$ cat src/rtl/mux2.sv
// mux2: parameterised 2:1 word multiplexer for the datapath.
// Combinational result plus an optional enabled register tap.
module mux2 #(
  parameter int WIDTH = 32
) (
  input  logic             clk,
  input  logic             rst_n,
  input  logic [WIDTH-1:0] d0,
  input  logic [WIDTH-1:0] d1,
  input  logic             s,
  input  logic             en,
  output logic [WIDTH-1:0] y,
  output logic [WIDTH-1:0] y_q
);

  // Ternary keeps X-propagation on an unknown select in simulation
  assign y = s ? d1 : d0;

  always_ff @(posedge clk or negedge rst_n) begin
    if (!rst_n) begin
      y_q <= '0;
    end else if (en) begin
      y_q <= y;
    end
  end

endmodule

$ cat config.mk
export PLATFORM = sky130hd
export DESIGN_NAME = mux2
export DESIGN_NICKNAME = d
export VERILOG_FILES = /design/src/rtl/mux2.sv
export SDC_FILE = /design/constraint.sdc
export NUM_CORES = 1
export LEC_CHECK = 0
export CORE_MARGIN = 1.5
export CORE_UTILIZATION = 31
export CTS_BUF_LIST = sky130_fd_sc_hd__clkbuf_4 sky130_fd_sc_hd__clkbuf_8 sky130_fd_sc_hd__clkbuf_16
export CTS_CLUSTER_DIAMETER = 150
export DETAILED_ROUTE_END_ITERATION = 10
export PLACE_DENSITY_LB_ADDON = 0.3
export SLEW_MARGIN = 15
export SYNTH_ARGS = -nofsm -noshare
export SYNTH_HDL_FRONTEND = slang
export SYNTH_SLANG_ARGS = --single-unit
$ cat constraint.sdc
create_clock -name clk -period 1 [get_ports clk]
set_clock_uncertainty 0.15 [all_clocks]
set_input_delay 0.2 -clock clk [delete_from_list [all_inputs] [get_ports clk]]
set_output_delay 0.2 -clock clk [all_outputs]
set_load 0.01 [all_outputs]
**Word level (Yosys, flattened, before mapping)**

Index checks and enable logic that the tools add are counted.

- Muxes and demuxes: 1

Operator list:

| kind | number |
|---|---|
| $mux 32 | 1 |

- Logic and storage cells: 2
- Bits in registers: 32
- Input port bits: 68

**Longest topological paths before layout**

- Word-level depth: 1
- Mapped depth: 4

**Worst setup path after synthesis**

No wires, ideal clock.

- Path kind: input -> register
- Start: input port s
- End: register y_q[20]
- Setup slack: -302 ps
- Data required time: 725 ps
- Library setup time: 125 ps
- Arrival time: 1027 ps
- Cell stages on the path: 4
- Path buffers: 2
- Cell sequence: buf_6 buf_12 mux2_4 mux2_4

- Word-level cells in the longest chain between the ends: 1

RTL lines:

| item | line | RTL |
|---|---|---|
| start, declared | 10 | `input logic s,` |
| $mux 32 | 17 | `assign y = s ? d1 : d0;` |
| named net y[20] | 12 | `output logic [WIDTH-1:0] y,` |
| end signal, assigned | 23 | `y_q <= y;` |
| end, declared | 13 | `output logic [WIDTH-1:0] y_q` |

The timed path passes the listed nets, and every way through them passes these cells.
A chain may end at the register's enable or synchronous reset.

**Final worst setup path**

- Start: input port s
- End: output port y[29]

- Word-level cells in the longest chain between the ends: 1

RTL lines:

| item | line |
|---|---|
| $mux 32 | 17 |
| end, declared | 12 |

Every way passes these cells.

==> results.sh <==
export IMPL_crit_chain="buf_8 > buf_12 > buf_4 > mux2_4 > buf_6"
export IMPL_cp_top_family="buffers and inverters"
export IMPL_io_pins=132
export IMPL_synthDistinctLibCells=7
export IMPL_synth_top_cell_area_share_pct=48.8
export IMPL_rows=27
export IMPL_drive_gt1_share_pct=66.8
export IMPL_rsz0062_at_grt="yes"
export IMPL_critical_path_class="in -> out"
export IMPL_die_area_mm2=0.00642
export IMPL_crit_buf_inv=4
export IMPL_ys_seq_area_share_pct=43.4
export IMPL_utilization_pct=65.7
export IMPL_grt_pass1_wl_mm=7.97
export IMPL_yosysWarnings=0
export IMPL_cap_violations=0
export IMPL_grt_max_degree=33
export IMPL_violations="setup timing"
export IMPL_power_leakage_nw=1.96
export IMPL_nets=359
export IMPL_fmax_mhz=745
export IMPL_path_max_fanout=4
export IMPL_routed_via_density=4.34
export IMPL_hold_class="in -> async"
export IMPL_power_density_mw_per_mm2=1230
export IMPL_p_int_w=0.00337
export IMPL_design_area_mm2=0.00368
export IMPL_ys_ff_latch=32
export IMPL_yosysTopAreaCell="mux2_4"
export IMPL_most_common_layout_cells="dlygate4sd2_1, mux2_4, buf_6, buf_4, dfrtp_1"
export IMPL_core_area_mm2=0.00561
export IMPL_cts_root_buf="clkbuf_8"
export IMPL_clock_path_buffers=2
export IMPL_worstReg2RegStart="y_q[29]$_DFFE_PN0P_"
export IMPL_initial_core_util_pct=32.9
export IMPL_tightest_slew_ns=0.175
export IMPL_grt_overflow=0
export IMPL_path_clk_slew_ns=0.07
export IMPL_relSlewSlack_pct=88.4
export IMPL_crit_slowest_cell="mux2_4"
export IMPL_postCtsHoldBufs=0
export IMPL_cp_end_kind="primary output"
export IMPL_biggestRegsByFlops="y_q: 32 flops"
export IMPL_cp_arrival_ns=0.99
export IMPL_wl_mm=5.11
export IMPL_p_switching_w=0.00114
export IMPL_p_comb_share_pct=38.7
export IMPL_wl_per_cell_um=14.0
export IMPL_synth_top_family_by_area="multiplexers"
export IMPL_power_share_clock_pct=26.8
export IMPL_netlist_instances=104
export IMPL_outcome="complete, but fails checks"
export IMPL_antenna_found_initial=0
export IMPL_grt_usage_pct=16.3
export IMPL_synth_compound_area_share_pct=0
export IMPL_cp_slowest_stage_delay_ns=0.31
export IMPL_finalSetupViolCount=96
export IMPL_synth_simple_area_share_pct=0
export IMPL_setup_worst_path_start="s"
export IMPL_synth_area_leaders="mux2_4, dfrtp_1, buf_12, mux2_2, buf_4"
export IMPL_vias=1578
export IMPL_avgSynthCellArea_um2=17.7
export IMPL_synth_adder_area_share_pct=0
export IMPL_pwr_share_seq_pct=34.6
export IMPL_required_ns=0.65
export IMPL_tns_ns=-18.63
export IMPL_cts_tree="yes"
export IMPL_setup_ws_ns=-0.343
export IMPL_drtIter0Drc=31
export IMPL_die_height_um=80.1
export IMPL_syn_to_final_growth_pct=99.7
export IMPL_regMostFlops="y_q"
export IMPL_synth_xor_area_share_pct=0
export IMPL_ant_nets=0
export IMPL_final_hold_viol_count=0
export IMPL_slew_violations=0
export IMPL_reg2reg_depth=3
export IMPL_grt_pass1_vias=1677
export IMPL_place_congestion=0.652
export IMPL_syn_nets=172
export IMPL_place_hpwl_mm=3.76
export IMPL_placed_area_mm2=0.00343
export IMPL_start_kind="input pin"
export IMPL_portBuffers=131
export IMPL_h_tree_depth=2
export IMPL_syn_cell_area_mm2=0.00184
export IMPL_clock_sinks=32
export IMPL_min_period_over_period_pct=134
export IMPL_die_w_um=80.1
export IMPL_drt_pre_antenna_iters=3
export IMPL_drcViolationCount=0
export IMPL_largest_register_ffs=32
export IMPL_insertion_delay_ns=0.28
export IMPL_final_common_cell="dlygate4sd2_1"
export IMPL_diodes=0
export IMPL_fin_crit_ns=1.34
export IMPL_swShare_pct=25.2
export IMPL_numCtsBuffers=5
export IMPL_cp_depth=5
export IMPL_ir_drop_uv=521
export IMPL_synthMuxAreaShare_pct=51.3
==> power groups by stage <==
| stage | logic, W | clock network [W] | registers (W) |
|---|---|---|---|
| 6_report | 0.00174 | 0.00121 | 0.00156 |
| 5_1_grt | 0.00186 | 0.00132 | 0.00158 |
| 4_1_cts | 0.00164 | 0.00125 | 0.00155 |
| 3_5_place_dp | 0.00170 | 0 | 0.00156 |
| 3_3_place_gp | 0.00167 | 0 | 0.00156 |
| 2_1_floorplan | 0.000600 | 0 | 0.00164 |
==> final timing paths <==
kind | endpoint | slack [ns]
min in group clk | y_q[1]$_DFFE_PN0P_ | 0.25
max in group asynchronous | y_q[13]$_DFFE_PN0P_ | 0.40
hold reg to reg | y_q[17]$_DFFE_PN0P_ | 0.37
hold / removal | y_q[0]$_DFFE_PN0P_ | 0.13
setup reg to reg | y_q[29]$_DFFE_PN0P_ | -0.17
setup / recovery | y[29] | -0.34
==> synth_stat cells <==
master,count
buf_12,3
buf_4,3
buf_6,1
clkbuf_1,1
dfrtp_1,32
mux2_2,4
mux2_4,60
==> cell type report <==
| cell class | instances | area, um^2 |
|---|---|---|
| fill | 476 | 1930 |
| timing repair buffer | 188 | 1720 |
| multi-input combinational | 64 | 957 |
| sequential | 32 | 801 |
| tap | 72 | 90.1 |
| clock buffer | 5 | 68.8 |
| clock inverter | 3 | 42.5 |
==> routing by layer <==
layer	share of wire [%]	track usage, %	up-vias	routed length (um)
met2	52	29.5	80	2650
met3	9.7	5.57	7	496
li1	-	-	743	-
met1	37	17.9	748	1880
met5	0	0	-	0
met4	1.5	4.83	0	76
==> what timing repair did <==
item                                    4_1_cts  5_1_grt
endpoints found under the setup margin       96       96
setup buffers                                16       10
resized for setup                           366       12
==> stage by stage <==
step | std cells | power, W | hold WS [ns] | setup WS, ns
global route | 364 | 0.00476 | 0.137 | -0.355
detailed placement | 330 | 0.00326 | 0.342 | -0.733
CTS | 354 | 0.00443 | 0.130 | -0.338
floorplan | 104 | 0.00224 | -0.246 | -0.295
global placement | 330 | 0.00324 | 0.343 | -0.723
finish | 364 | 0.00451 | 0.125 | -0.343
==> cell families (layout without fill, tap and decap cells) <==
family,after synthesis,count (layout)
buf+inv,8,196
flops,32,32
mux,64,64
Note: power is estimated with default switching activity, not from simulation.
